### config.mk
export PLATFORM = sky130hd
export DESIGN_NAME = regfile_writeback
export DESIGN_NICKNAME = d
export VERILOG_FILES = /design/src/rtl/regfile_writeback_pkg.sv /design/src/rtl/regfile_writeback_forward_mux.sv /design/src/rtl/regfile_writeback.sv
export SDC_FILE = /design/constraint.sdc
export NUM_CORES = 1
export LEC_CHECK = 0
export ABC_AREA = 1
export BUFFER_PORTS_ARGS = -buffer_cell sky130_fd_sc_hd__buf_4
export CAP_MARGIN = 5
export CORE_MARGIN = 2
export CORE_UTILIZATION = 30
export DETAILED_ROUTE_END_ITERATION = 10
export PLACE_DENSITY_LB_ADDON = 0.3
export SLEW_MARGIN = 5
export SYNTH_ARGS = -nofsm -noshare
export SYNTH_HDL_FRONTEND = slang
export SYNTH_SLANG_ARGS = --single-unit
### constraint.sdc
create_clock -name clk -period 3.9 [get_ports clk]
set_input_delay 0.585 -clock clk [delete_from_list [all_inputs] [get_ports clk]]
set_output_delay 0.585 -clock clk [all_outputs]
set_load 0.005 [all_outputs]
### src/rtl/regfile_writeback_pkg.sv
// rtl/regfile_writeback_pkg.sv - shared types and widths for the register-file writeback stage
package regfile_writeback_pkg;

    localparam int DATA_W = 32;
    localparam int REG_AW = 5;

    typedef enum logic [1:0] {
        KIND_ALU       = 2'b00,
        KIND_LOAD      = 2'b01,
        KIND_ADDR      = 2'b10,
        KIND_LOAD_ADDR = 2'b11
    } wb_kind_e;

    typedef enum logic {
        WB_IDLE = 1'b0,
        WB_WAIT = 1'b1
    } wb_state_e;

endpackage

### src/rtl/regfile_writeback_forward_mux.sv
// rtl/regfile_writeback_forward_mux.sv - one decode forwarding port matched against both write ports
module wb_forward_mux #(
    parameter int DATA_W = 32,
    parameter int REG_AW = 5
) (
    input  logic [REG_AW-1:0] query,
    input  logic              wen0,
    input  logic [REG_AW-1:0] waddr0,
    input  logic [DATA_W-1:0] wdata0,
    input  logic              wen1,
    input  logic [REG_AW-1:0] waddr1,
    input  logic [DATA_W-1:0] wdata1,
    output logic              hit,
    output logic [DATA_W-1:0] data
);

    logic nonzero;
    logic hit0;
    logic hit1;

    // r0 is hardwired, so a zero query never forwards even if a port shows address 0
    assign nonzero = (query != '0);
    assign hit0    = nonzero && wen0 && (waddr0 == query);
    assign hit1    = nonzero && wen1 && (waddr1 == query);
    assign hit     = hit0 || hit1;

    always_comb begin
        data = '0;
        if (hit0) begin
            data = wdata0;
        end else if (hit1) begin
            data = wdata1;
        end
    end

endmodule

### src/rtl/regfile_writeback.sv
// rtl/regfile_writeback.sv - writeback stage driving both register-file write ports with forwarding
module regfile_writeback #(
    parameter int DATA_W = regfile_writeback_pkg::DATA_W,
    parameter int REG_AW = regfile_writeback_pkg::REG_AW
) (
    input  logic              clk,
    input  logic              rst_n,
    input  logic              in_valid,
    output logic              in_ready,
    input  logic [1:0]        in_kind,
    input  logic [REG_AW-1:0] in_rd,
    input  logic [DATA_W-1:0] in_result,
    input  logic [REG_AW-1:0] in_ra,
    input  logic [DATA_W-1:0] in_addr,
    input  logic              mem_rvalid,
    input  logic [DATA_W-1:0] mem_rdata,
    output logic              wen0,
    output logic [REG_AW-1:0] waddr0,
    output logic [DATA_W-1:0] wdata0,
    output logic              wen1,
    output logic [REG_AW-1:0] waddr1,
    output logic [DATA_W-1:0] wdata1,
    input  logic [REG_AW-1:0] fwd_addr0,
    input  logic [REG_AW-1:0] fwd_addr1,
    output logic              fwd_hit0,
    output logic              fwd_hit1,
    output logic [DATA_W-1:0] fwd_data0,
    output logic [DATA_W-1:0] fwd_data1,
    output logic              err_spurious
);

    import regfile_writeback_pkg::*;

    wb_state_e         state, next_state;
    wb_kind_e          kind_q;
    logic [REG_AW-1:0] rd_q;
    logic [REG_AW-1:0] ra_q;
    logic [DATA_W-1:0] addr_q;
    logic              accept_load;

    logic              nx_wen0, nx_wen1;
    logic [REG_AW-1:0] nx_waddr0, nx_waddr1;
    logic [DATA_W-1:0] nx_wdata0, nx_wdata1;

    always_ff @(posedge clk) begin
        if (!rst_n) begin
            state <= WB_IDLE;
        end else begin
            state <= next_state;
        end
    end

    always_comb begin
        next_state  = state;
        in_ready    = 1'b0;
        accept_load = 1'b0;
        nx_wen0     = 1'b0;
        nx_waddr0   = '0;
        nx_wdata0   = '0;
        nx_wen1     = 1'b0;
        nx_waddr1   = '0;
        nx_wdata1   = '0;
        case (state)
            WB_IDLE: begin
                in_ready = 1'b1;
                if (in_valid) begin
                    case (wb_kind_e'(in_kind))
                        KIND_ALU: begin
                            nx_wen0   = 1'b1;
                            nx_waddr0 = in_rd;
                            nx_wdata0 = in_result;
                        end
                        KIND_ADDR: begin
                            nx_wen1   = 1'b1;
                            nx_waddr1 = in_ra;
                            nx_wdata1 = in_addr;
                        end
                        default: begin
                            accept_load = 1'b1;
                            next_state  = WB_WAIT;
                        end
                    endcase
                end
            end
            WB_WAIT: begin
                // address update rides with its load data so it can never land first
                if (mem_rvalid) begin
                    nx_wen0    = 1'b1;
                    nx_waddr0  = rd_q;
                    nx_wdata0  = mem_rdata;
                    nx_wen1    = (kind_q == KIND_LOAD_ADDR);
                    nx_waddr1  = ra_q;
                    nx_wdata1  = addr_q;
                    next_state = WB_IDLE;
                end
            end
            default: next_state = WB_IDLE;
        endcase
        if (nx_waddr0 == '0) nx_wen0 = 1'b0;
        if (nx_waddr1 == '0) nx_wen1 = 1'b0;
        // same-register collision: load data wins over the address update
        if (nx_wen0 && nx_wen1 && (nx_waddr0 == nx_waddr1)) nx_wen1 = 1'b0;
    end

    always_ff @(posedge clk) begin
        if (!rst_n) begin
            kind_q <= KIND_ALU;
            rd_q   <= '0;
            ra_q   <= '0;
            addr_q <= '0;
        end else if (accept_load) begin
            kind_q <= wb_kind_e'(in_kind);
            rd_q   <= in_rd;
            ra_q   <= in_ra;
            addr_q <= in_addr;
        end
    end

    always_ff @(posedge clk) begin
        if (!rst_n) begin
            wen0   <= 1'b0;
            waddr0 <= '0;
            wdata0 <= '0;
            wen1   <= 1'b0;
            waddr1 <= '0;
            wdata1 <= '0;
        end else begin
            wen0   <= nx_wen0;
            waddr0 <= nx_waddr0;
            wdata0 <= nx_wdata0;
            wen1   <= nx_wen1;
            waddr1 <= nx_waddr1;
            wdata1 <= nx_wdata1;
        end
    end

    always_ff @(posedge clk) begin
        if (!rst_n) begin
            err_spurious <= 1'b0;
        end else if (mem_rvalid && (state == WB_IDLE)) begin
            err_spurious <= 1'b1;
        end
    end

    wb_forward_mux #(.DATA_W(DATA_W), .REG_AW(REG_AW)) u_fwd0 (
        .query  (fwd_addr0),
        .wen0   (wen0),
        .waddr0 (waddr0),
        .wdata0 (wdata0),
        .wen1   (wen1),
        .waddr1 (waddr1),
        .wdata1 (wdata1),
        .hit    (fwd_hit0),
        .data   (fwd_data0)
    );

    wb_forward_mux #(.DATA_W(DATA_W), .REG_AW(REG_AW)) u_fwd1 (
        .query  (fwd_addr1),
        .wen0   (wen0),
        .waddr0 (waddr0),
        .wdata0 (wdata0),
        .wen1   (wen1),
        .waddr1 (waddr1),
        .wdata1 (wdata1),
        .hit    (fwd_hit1),
        .data   (fwd_data1)
    );

endmodule

* Yosys cells after proc, flatten, opt, wreduce, memory -nomap -nowiden
Cells that the tools add are included.
** Word-level totals
- Output and inout bits :: 144
- Input bits :: 122
- Register bits after elaboration :: 122
** Operators by class
- Multiplexer cells :: 36
- Equal/unequal tests :: 7
- Reduce and logical (&&, ||, !) cells :: 20
- Bitwise logic cells :: 2
** Operators by type and width (number)
- $mux W32 :: 10
- $pmux W32 S2 :: 2
- $mux W5 :: 6
- $eq A5 B5 Y1 :: 5
- $pmux W5 S2 :: 2
- $mux W1 :: 13
- $logic_and A1 B1 Y1 :: 11
- $logic_not A5 Y1 :: 2
- $reduce_bool A5 Y1 :: 2
- $pmux W1 S2 :: 3
- $eq A2 B2 Y1 const B :: 2
- $reduce_or A2 Y1 :: 2
- $logic_not A2 Y1 :: 1
- $logic_or A1 B1 Y1 :: 2
- $not A1 Y1 :: 2

* Depth between registers and ports, before layout
Gate-level depths: netlist of the first run.
- Depth in word-level cells :: 9
- Mapped depth :: 12

* Modules after synthesis
A second synthesis of the first run with hierarchy kept.
** Second synthesis, totals
- Cell total of the unflattened synthesis :: 915
- Area total of the unflattened synthesis :: 6561.3 µm²
** By module, submodules not included
- regfile_writeback :: cells each 583, sequential area each 2442.3 µm², instances 1, area an instance 4509.3 µm²
- wb_forward_mux :: cells each 166, sequential area each 0.0 µm², instances 2, area an instance 1026.0 µm²

* Least setup slack after synthesis of the first run
Ideal clock, no wire load.
- Kind :: input-to-output
- Start point :: input port fwd_addr1[4]
- End point :: output port fwd_data1[10]
- Data arrival time :: 1458 ps
- Path buffers :: 1
- Path slack :: 1857 ps
- Stages on the path :: 7
- Cell sequence :: xor2_1 -> nor2_1 -> nand4_2 -> nor3_4 -> buf_6 -> nand3_1 -> nand2_1
** On the way
- Longest elaborated chain between the ends :: 5
** Ends and longest elaborated chain
- from (decl) :: line regfile_writeback.sv:24 : input logic [REG_AW-1:0] fwd_addr1,
- $reduce_bool A5 Y1 :: line regfile_writeback_forward_mux.sv:22 : assign nonzero = (query != '0);
- $logic_and A1 B1 Y1 (2 in a row) :: line regfile_writeback_forward_mux.sv:24 : assign hit1 = nonzero && wen1 && (waddr1 == query);
- $mux W32 :: line regfile_writeback_forward_mux.sv:31 : end else if (hit1) begin
- $mux W32 * :: line regfile_writeback_forward_mux.sv:29 : if (hit0) begin
- to (decl) :: line regfile_writeback.sv:28 : output logic [DATA_W-1:0] fwd_data1,
Every way passes the cells marked *; elsewhere a longest branch is shown, timed or not.

* Worst setup path after layout of the first run
- Start point :: register waddr0[2]
- End point :: output port fwd_data1[12]
** On the way
- Longest elaborated chain between the ends :: 3
** Ends and longest elaborated chain
- from (decl) :: line regfile_writeback.sv:18 : output logic [REG_AW-1:0] waddr0,
- from (signal assigned) :: line regfile_writeback.sv:129 : waddr0 <= nx_waddr0;
- $eq A5 B5 Y1 :: line regfile_writeback_forward_mux.sv:23 : assign hit0 = nonzero && wen0 && (waddr0 == query);
- $logic_and A1 B1 Y1 :: line regfile_writeback_forward_mux.sv:23
- $mux W32 :: line regfile_writeback_forward_mux.sv:29
Every way passes these cells.

==> impl_metrics.py, run 1 <==
metrics = {
    "timing": {
        "max_freq_ghz": 0.333,
        "worst_pin_slew_ps": 1100,
        "tns_ps": 0,
        "finalSetupViolCount": 0,
        "fin_skew_ps": 9.01,
        "rsz0062_at_grt": "no",
        "fin_crit_sh": 0.770,
        "slew_headroom": 0.268,
        "hold_viol": 0,
        "drv_slew": 0,
        "min_period_ps": 3000,
    },
    "grt": {
        "antenna_found_initial": 0,
        "grt_first_pass_wirelength_um": 32300,
        "gr-total-overflow": 0,
        "first_global_vias": 5945,
        "grtUsageTotal": 0.204,
        "grt_max_degree": 57,
    },
    "clocking": {
        "post-cts-setup-buffer-count": 0,
        "numCtsBuffers": 17,
        "cts_max_level": 4,
        "cts_tree": "built",
        "cts_sinks": 122,
        "cts-hold-fix-buffers": 0,
        "insertion_delay_ps": 410,
        "cts_root_buf": "clkbuf_16",
        "clock_path_buffers": 2,
        "cts_resized": 0,
        "path_clk_slew_ps": 60,
    },
    "worst_setup_path": {
        "critPathKind": "reg2out",
        "endpoint_kind": "output pin",
        "critPathMaxFanout": 33,
        "crit_arrival_ps": 2420,
        "required_ps": 3310,
        "start_kind": "register",
    },
    "power": {
        "cellPowerDensity_nw_per_um2": 379,
        "switchingPower_w": 0.000808,
        "power_frac_comb": 0.109,
        "p_seq_frac": 0.419,
        "ir_drop_mv": 0.282,
        "power.internal_w": 0.00239,
        "p_clk_frac": 0.473,
        "p_leak_nw": 3.99,
        "switching_share": 0.253,
    },
    "cells_and_area": {
        "antennaDiodeCount": 0,
        "area_growth_syn_to_layout_pct": 45.8,
        "final_common_cell": "buf_4",
        "nets": 1210,
        "finish.utilization": 0.448,
        "layout-drive-gt1-share": 0.295,
        "fillers": 1968,
        "final_cell_mix": "275 x buf_4, 243 x nand2_1, 142 x nand3_1",
    },
    "synth": {
        "netlist_area_um2": 5790,
        "synth-seq-cells": 122,
        "synth_top_cell_by_area": "dfxtp_1",
        "yosysSeqAreaShare": 0.422,
        "yosysWarnings": 0,
        "netlist_instances": 855,
        "synth_cell_type_count": 35,
        "avgSynthCellArea_um2": 6.77,
        "synth.area.top_cells": "dfxtp_1 42%, nand2_1 16%, nand3_1 12%",
        "synth_top_area_frac": 0.422,
        "syn_nets": 977,
    },
    "route": {
        "drtAntennaViolNets": 0,
        "drt_pass1_iterations": 5,
        "wl_um": 21700,
        "routed_via_density": 4.87,
        "drtIter0Drc": 334,
        "vias": 6633,
        "route.detailed.drc": 0,
        "wl_per_cell_um": 15.9,
    },
    "floorplanning": {
        "dieWidth_um": 143,
        "fp.coreArea_um2": 18800,
        "dieArea_um2": 20400,
        "initial_core_util": 0.307,
        "ioPinCount": 266,
        "die_h_um": 143,
        "num_rows": 50,
    },
    "worst_hold_path": {
        "holdCritPathClass": "in2reg",
    },
    "run_status": {
        "status": "complete, no violations",
    },
    "place": {
        "portBuffers": 265,
        "dp_hpwl_um": 14700,
        "place.gp.congestion": 0.913,
    },
    "flow_run": {
        "drv_cap": 0,
    },
}
-- final timing paths --
| kind | startpoint | to | slack [ps] | depth (start not counted) |
|---|---|---|---|---|
| max | waddr0[2] | fwd_data1[12] | 900 | 8 |
| min | in_addr[5] | addr_q[5] | 400 | 3 |
| max reg2reg | state | wdata0[0] | 1650 | 5 |
| min reg2reg | addr_q[19] | wdata1[19] | 460 | 2 |
-- cells in the mapped netlist (all sizes together) --
master and instances:
o211ai 4, buf 40, nor2 107, nand4 2, o21ai 51, o211a 1
or2 3, a21oi 69, inv 30, nor4 1, nand3 142, o22ai 2
xor2 3, clkbuf 22, nor3 5, dfxtp 122, a22o 1, clkinv 1
xnor2 4, nand2 244, a211oi 1
-- flip-flops by register name, summed over array words and instances, names as in the netlist, 2 cells and up --
name    count
rd_q        5
waddr1      5
wdata1     32
addr_q     32
wdata0     32
ra_q        5
kind_q      2
waddr0      5
-- cell type report --
class	count	area (um^2)	area share
clock inverters	9	91.3	0.0108
inverters	31	116	0.0138
multi-input cells	640	2900	0.344
flip-flops and latches	122	2440	0.289
clock buffers	23	478	0.0566
repair buffers	276	2080	0.247
well taps	260	325	0.0385
-- worst max-delay path, cell delays in order, from the launching register on --
cell and delay [ps]:
dfxtp_1 420, xnor2_1 140, o211ai_1 120, nor3_2 150, nand2_2 260, inv_2 590
nand2_1 100, nand2_1 110, buf_4 110
-- cell families after synthesis --
kind of cell / after synthesis / share of synthesized area
AO/OA/AOI/OAI: 129 / 0.117
XOR/XNOR: 7 / 0.0106
buffers and inverters: 93 / 0.0802
flip-flops: 122 / 0.422
AND/OR/NAND/NOR: 504 / 0.370
-- power by group through the flow --
stage,clock network [W],registers (W),logic (W)
4_1_cts,0.00153,0.00134,0.000348
2_1_floorplan,0,0.00136,0.000159
3_5_place_dp,0,0.00136,0.000347
3_3_place_gp,0,0.00136,0.000343
5_1_grt,0.00159,0.00134,0.000383
6_report,0.00151,0.00134,0.000347
-- metal layers --
metal,track usage,routed length (um),up-vias
met3,0.0577,1850,23
li1,-,-,3257
met5,0,0,-
met1,0.261,9050,3103
met4,0.0631,315,0
met2,0.333,10400,250
-- stage by stage --
step / hold slack (ps) / power [W] / instance area (um^2) / cells / setup slack [ps]
final: 401 / 0.00320 / 8440 / 1361 / 899
after global routing: 394 / 0.00332 / 8440 / 1361 / 679
after CTS: 389 / 0.00322 / 8440 / 1361 / 876
after detailed placement: 450 / 0.00171 / 7870 / 1329 / 964
after global placement: 451 / 0.00171 / 7870 / 1329 / 986
after floorplan: 441 / 0.00152 / 5790 / 855 / 1860
No activity file was read; power rests on OpenSTA's default activity.
==> run 2, diff against run 1 <==
clock period = 2.55 ns   (was 3.9 ns; I/O delays follow)
==> run 2 against run 1 <==
Power grew 53%; worst setup slack worse by 730 ps; highest routed layer unchanged; register-to-register slack lost 840 ps; clock-buffer cell count decreased by 4; largest cell class unchanged; critical endpoint is now fwd_data0[30]; flip-flop and latch count unchanged; non-clock buffer count up 10.
==> impl_metrics.py, run 2 (synthesis gave the netlist of run 1 again) <==
metrics = {
    "cells_and_area": {
        "nets": 1220,
        "final_cell_mix": "282 x buf_4, 242 x nand2_1, 142 x nand3_1",
        "finalNonFillerCells": 1371,
        "fillers": 1963,
        "reg_top3": "addr_q (32), wdata0 (32), wdata1 (32)",
        "antennaDiodeCount": 0,
        "final_common_cell": "buf_4",
        "final_area_um2": 8560,
        "area_growth_syn_to_layout_pct": 47.9,
        "layout-drive-gt1-share": 0.305,
    },
    "clocking": {
        "cts-hold-fix-buffers": 0,
        "insertion_delay_ps": 420,
        "cts_max_level": 4,
        "cts_root_buf": "clkbuf_16",
        "path_clk_slew_ps": 60,
        "cts_sinks": 122,
        "clock_path_buffers": 2,
        "numCtsBuffers": 17,
        "cts_tree": "built",
    },
    "place": {
        "portBuffers": 265,
        "dp_hpwl_um": 15300,
        "place.gp.congestion": 0.858,
        "pre_cts_ws_ps": 338,
        "dp_cells": 1338,
        "placed_area_um2": 7980,
    },
    "worst_setup_path": {
        "r2r-start": "state",
        "worstRegToRegCells": 5,
        "critPathKind": "reg2out",
        "required_ps": 2170,
        "cp_cell_sequence": "xnor2_1 > o211ai_1 > nor3_2 > nand2_2 > inv_4 > buf_12 > nand2_1 > nand2_1 > buf_4",
        "cpMostUsedCell": "nand2_1",
        "crit_arrival_ps": 2000,
        "startpoint": "waddr0[2]",
        "rr_endpoint": "wdata0[0]",
        "start_kind": "register",
        "critPathMaxFanout": 25,
        "cp_slowest_cell": "dfxtp_1",
        "endpoint_kind": "output pin",
        "slowest_delay_ps": 420,
        "r2r_setup_slack_ps": 810,
    },
    "grt": {
        "grtUsageTotal": 0.206,
        "antenna_found_initial": 0,
        "grt_max_degree": 47,
        "gr-total-overflow": 0,
        "first_global_vias": 6074,
        "grt_first_pass_wirelength_um": 32700,
    },
    "worst_hold_path": {
        "holdCritPathClass": "in2reg",
        "min_to": "addr_q[3]",
        "hp-start": "in_addr[3]",
        "hold_depth": 3,
    },
    "timing": {
        "hold_viol": 0,
        "rsz0062_at_grt": "no",
        "slew_headroom": 0.638,
        "max_freq_ghz": 0.419,
        "fin_skew_ps": 7.07,
        "fin_crit_sh": 0.935,
        "tns_ps": 0,
        "worst_hold_slack_ps": 195,
        "worst_pin_slew_ps": 541,
        "finalWorstSetupSlack_ps": 166,
        "finalSetupViolCount": 0,
        "min_period_ps": 2380,
        "drv_slew": 0,
    },
    "run_status": {
        "status": "complete, no violations",
    },
    "route": {
        "drt_pass1_iterations": 5,
        "drtIter0Drc": 359,
        "drtAntennaViolNets": 0,
        "routed_via_density": 4.84,
        "wl_um": 21700,
        "vias": 6637,
        "route.detailed.drc": 0,
        "wl_per_cell_um": 15.8,
    },
    "power": {
        "p_leak_nw": 4.06,
        "ir_drop_mv": 0.429,
        "cellPowerDensity_nw_per_um2": 570,
    },
    "floorplanning": {
        "num_rows": 50,
        "die_h_um": 143,
        "dieArea_um2": 20400,
        "initial_core_util": 0.307,
        "fp.coreArea_um2": 18800,
        "dieWidth_um": 143,
        "ioPinCount": 266,
    },
    "flow_run": {
        "drv_cap": 0,
    },
}
==> run 2: critical path, delay by kind of cell, from the launching register on <==
kind / cells / cell delay, ps
and+or+nand+nor: 4 / 450
xor gates and xnor gates: 1 / 140
DFF: 1 / 420
buffers and inverters: 3 / 450
AOI/OAI and AO/OA: 1 / 110
==> run 2: per-layer routing <==
metal	up-vias	GRT usage	routed length, um
li1	3278	-	-
met1	3060	0.264	9420
met2	263	0.340	10200
met3	36	0.0506	1610
met4	0	0.0693	427
met5	-	0	0
==> run 2: area by class of cell <==
class                           count  area [um^2]  share of cell area
Clock buffer                       19          443              0.0517
Clock inverter                     13          121              0.0142
Inverter                           31          121              0.0142
Multi-Input combinational cell    640         2910               0.340
Sequential cell                   122         2440               0.285
Tap cell                          260          325              0.0380
Timing Repair Buffer              286         2200               0.257
==> run 2: how the worst max path moves through the flow <==
stage                               end  slack [ps]  cells after the start
after floorplan           fwd_data1[10]         910                      7
after global placement    fwd_data1[18]         320                     10
after detailed placement  fwd_data1[10]         340                      9
after CTS                 fwd_data1[10]           8                      8
after global routing      fwd_data0[22]           8                      9
final                     fwd_data0[30]         170                      9
==> run 2: through the flow <==
stage,total power (W),utilization
after floorplan,0.00232,-
after global placement,0.00263,0.424
after detailed placement,0.00263,0.424
after CTS,0.00492,0.454
after global routing,0.00507,0.455
final,0.00488,0.455
==> run 2: repair_timing <==
action / in CTS / in global routing
setup endpoints to repair: 2 / 66
gates resized for setup: 1 / 4
buffers inserted: 0 / 1
pin swaps: 0 / 1
==> run 2: report_power, final <==
part / internal, W / leakage [nW] / switching, W / total (W)
combinational: 0.000253 / 2.79 / 0.000292 / 0.000545
clock: 0.00137 / 0.274 / 0.000916 / 0.00229
sequential: 0.00199 / 0.995 / 0.0000542 / 0.00205
==> run 3, diff against run 2 <==
BUFFER_PORTS_ARGS = not set   (was -buffer_cell sky130_fd_sc_hd__buf_4)
DONT_BUFFER_PORTS = 1   (was not set)
SLEW_MARGIN = not set   (was 5)
==> run 3 against run 2 <==
Core utilization fell by 10 points; combinational power shrank 41%; global-route usage fell by 1.1 points; final cell count shrank 19%; critical path type unchanged; critical endpoint is now fwd_data0[5].
==> impl_metrics.py, run 3 (synthesis gave the netlist of run 1 again) <==
metrics = {
    "worst_hold_path": {
        "hold_depth": 2,
        "holdCritPathClass": "in2reg",
    },
    "grt": {
        "gr-total-overflow": 0,
        "antenna_found_initial": 0,
        "grt_first_pass_wirelength_um": 30300,
        "grtUsageTotal": 0.196,
        "first_global_vias": 5232,
        "grt_max_degree": 78,
    },
    "route": {
        "drt_pass1_iterations": 5,
        "drtAntennaViolNets": 0,
        "routed_via_density": 5.09,
        "wl_per_cell_um": 18.5,
        "vias": 5651,
        "route.detailed.drc": 0,
        "drtIter0Drc": 377,
        "wl_um": 20500,
    },
    "timing": {
        "finalWorstSetupSlack_ps": 192,
        "hold_viol": 0,
        "fin_skew_ps": 7.45,
        "rsz0062_at_grt": "no",
        "fin_crit_sh": 0.925,
        "max_freq_ghz": 0.424,
        "min_period_ps": 2360,
        "worst_pin_slew_ps": 565,
        "tns_ps": 0,
        "finalSetupViolCount": 0,
        "drv_slew": 0,
        "slew_headroom": 0.623,
    },
    "worst_setup_path": {
        "start_kind": "register",
        "critPathMaxFanout": 13,
        "slowest_delay_ps": 400,
        "worstRegToRegCells": 11,
        "critPathKind": "reg2out",
        "cp_slowest_cell": "dfxtp_1",
        "crit_arrival_ps": 1980,
        "cp_cell_sequence": "xnor2_1 > o211ai_1 > nor3_1 > nand2_2 > inv_2 > buf_4 > nand2_1 > nand2_1",
        "required_ps": 2170,
        "endpoint_kind": "output pin",
        "cpMostUsedCell": "nand2_1",
    },
    "clocking": {
        "numCtsBuffers": 17,
        "cts-hold-fix-buffers": 0,
        "post-cts-setup-buffer-count": 0,
        "cts_max_level": 4,
        "cts_root_buf": "clkbuf_16",
        "cts_resized": 0,
        "cts_tree": "built",
        "clock_path_buffers": 2,
        "insertion_delay_ps": 410,
        "cts_sinks": 122,
        "path_clk_slew_ps": 60,
    },
    "floorplanning": {
        "die_h_um": 143,
        "fp.coreArea_um2": 18800,
        "num_rows": 50,
        "initial_core_util": 0.307,
        "ioPinCount": 266,
        "dieWidth_um": 143,
        "dieArea_um2": 20400,
    },
    "cells_and_area": {
        "reg_top3": "addr_q (32), wdata0 (32), wdata1 (32)",
        "final_common_cell": "nand2_1",
        "final_cell_mix": "242 x nand2_1, 142 x nand3_1, 122 x dfxtp_1",
        "antennaDiodeCount": 0,
        "nets": 959,
        "area_growth_syn_to_layout_pct": 14.3,
        "layout-drive-gt1-share": 0.0894,
    },
    "flow_run": {
        "drv_cap": 0,
    },
    "place": {
        "pre_cts_ws_ps": 549,
        "place.gp.congestion": 0.816,
        "portBuffers": 0,
        "dp_hpwl_um": 14300,
    },
    "power": {
        "p_leak_nw": 2.72,
        "cellPowerDensity_nw_per_um2": 719,
        "ir_drop_mv": 0.423,
    },
    "run_status": {
        "status": "complete, no violations",
    },
}
==> run 3: layout make-up <==
cell class / count / area, um^2
Fill cell: 2035 / 12200
Multi-Input combinational cell: 640 / 2900
Sequential cell: 122 / 2440
Clock buffer: 21 / 460
Tap cell: 260 / 325
Timing Repair Buffer: 25 / 241
Clock inverter: 11 / 121
Inverter: 31 / 119
==> run 3: metrics by stage <==
step	power, W	hold slack, ps	util	area, um^2	instances
after floorplan	0.00232	441	-	5790	855
after global placement	0.00241	451	0.320	6020	1078
after detailed placement	0.00242	450	0.320	6020	1078
after CTS	0.00480	83.2	0.351	6610	1110
after global routing	0.00496	85.6	0.351	6610	1110
final	0.00475	106	0.351	6610	1110
==> run 3: power breakdown <==
part / total [W] / switching (W) / leakage, nW / internal, W
sequential: 0.00206 / 0.0000638 / 0.995 / 0.00199
clock: 0.00238 / 0.000892 / 0.271 / 0.00149
combinational: 0.000320 / 0.000217 / 1.45 / 0.000103
==> run 3: metal layers <==
metal / global-route usage / vias to the layer above / routed length (um)
met5: 0 / - / 0
met4: 0.0563 / 0 / 287
met3: 0.0714 / 22 / 1780
met2: 0.312 / 255 / 9750
met1: 0.248 / 2620 / 8730
li1: - / 2754 / -
==> run 3: worst paths after layout <==
| path | slack (ps) | to | startpoint |
|---|---|---|---|
| max | 190 | fwd_data0[5] | waddr0[2] |
| min reg2reg | 460 | wdata1[18] | addr_q[18] |
| min | 110 | addr_q[11] | in_addr[11] |
| max reg2reg | 730 | wen1 | state |
==> run 3: worst max-delay path, delay by kind of cell, from the launching register on <==
family | cells | cell delay (ps)
xor gates and xnor gates | 1 | 140
DFF | 1 | 400
buffers and inverters | 2 | 320
and+or+nand+nor | 4 | 600
AOI/OAI and AO/OA | 1 | 100
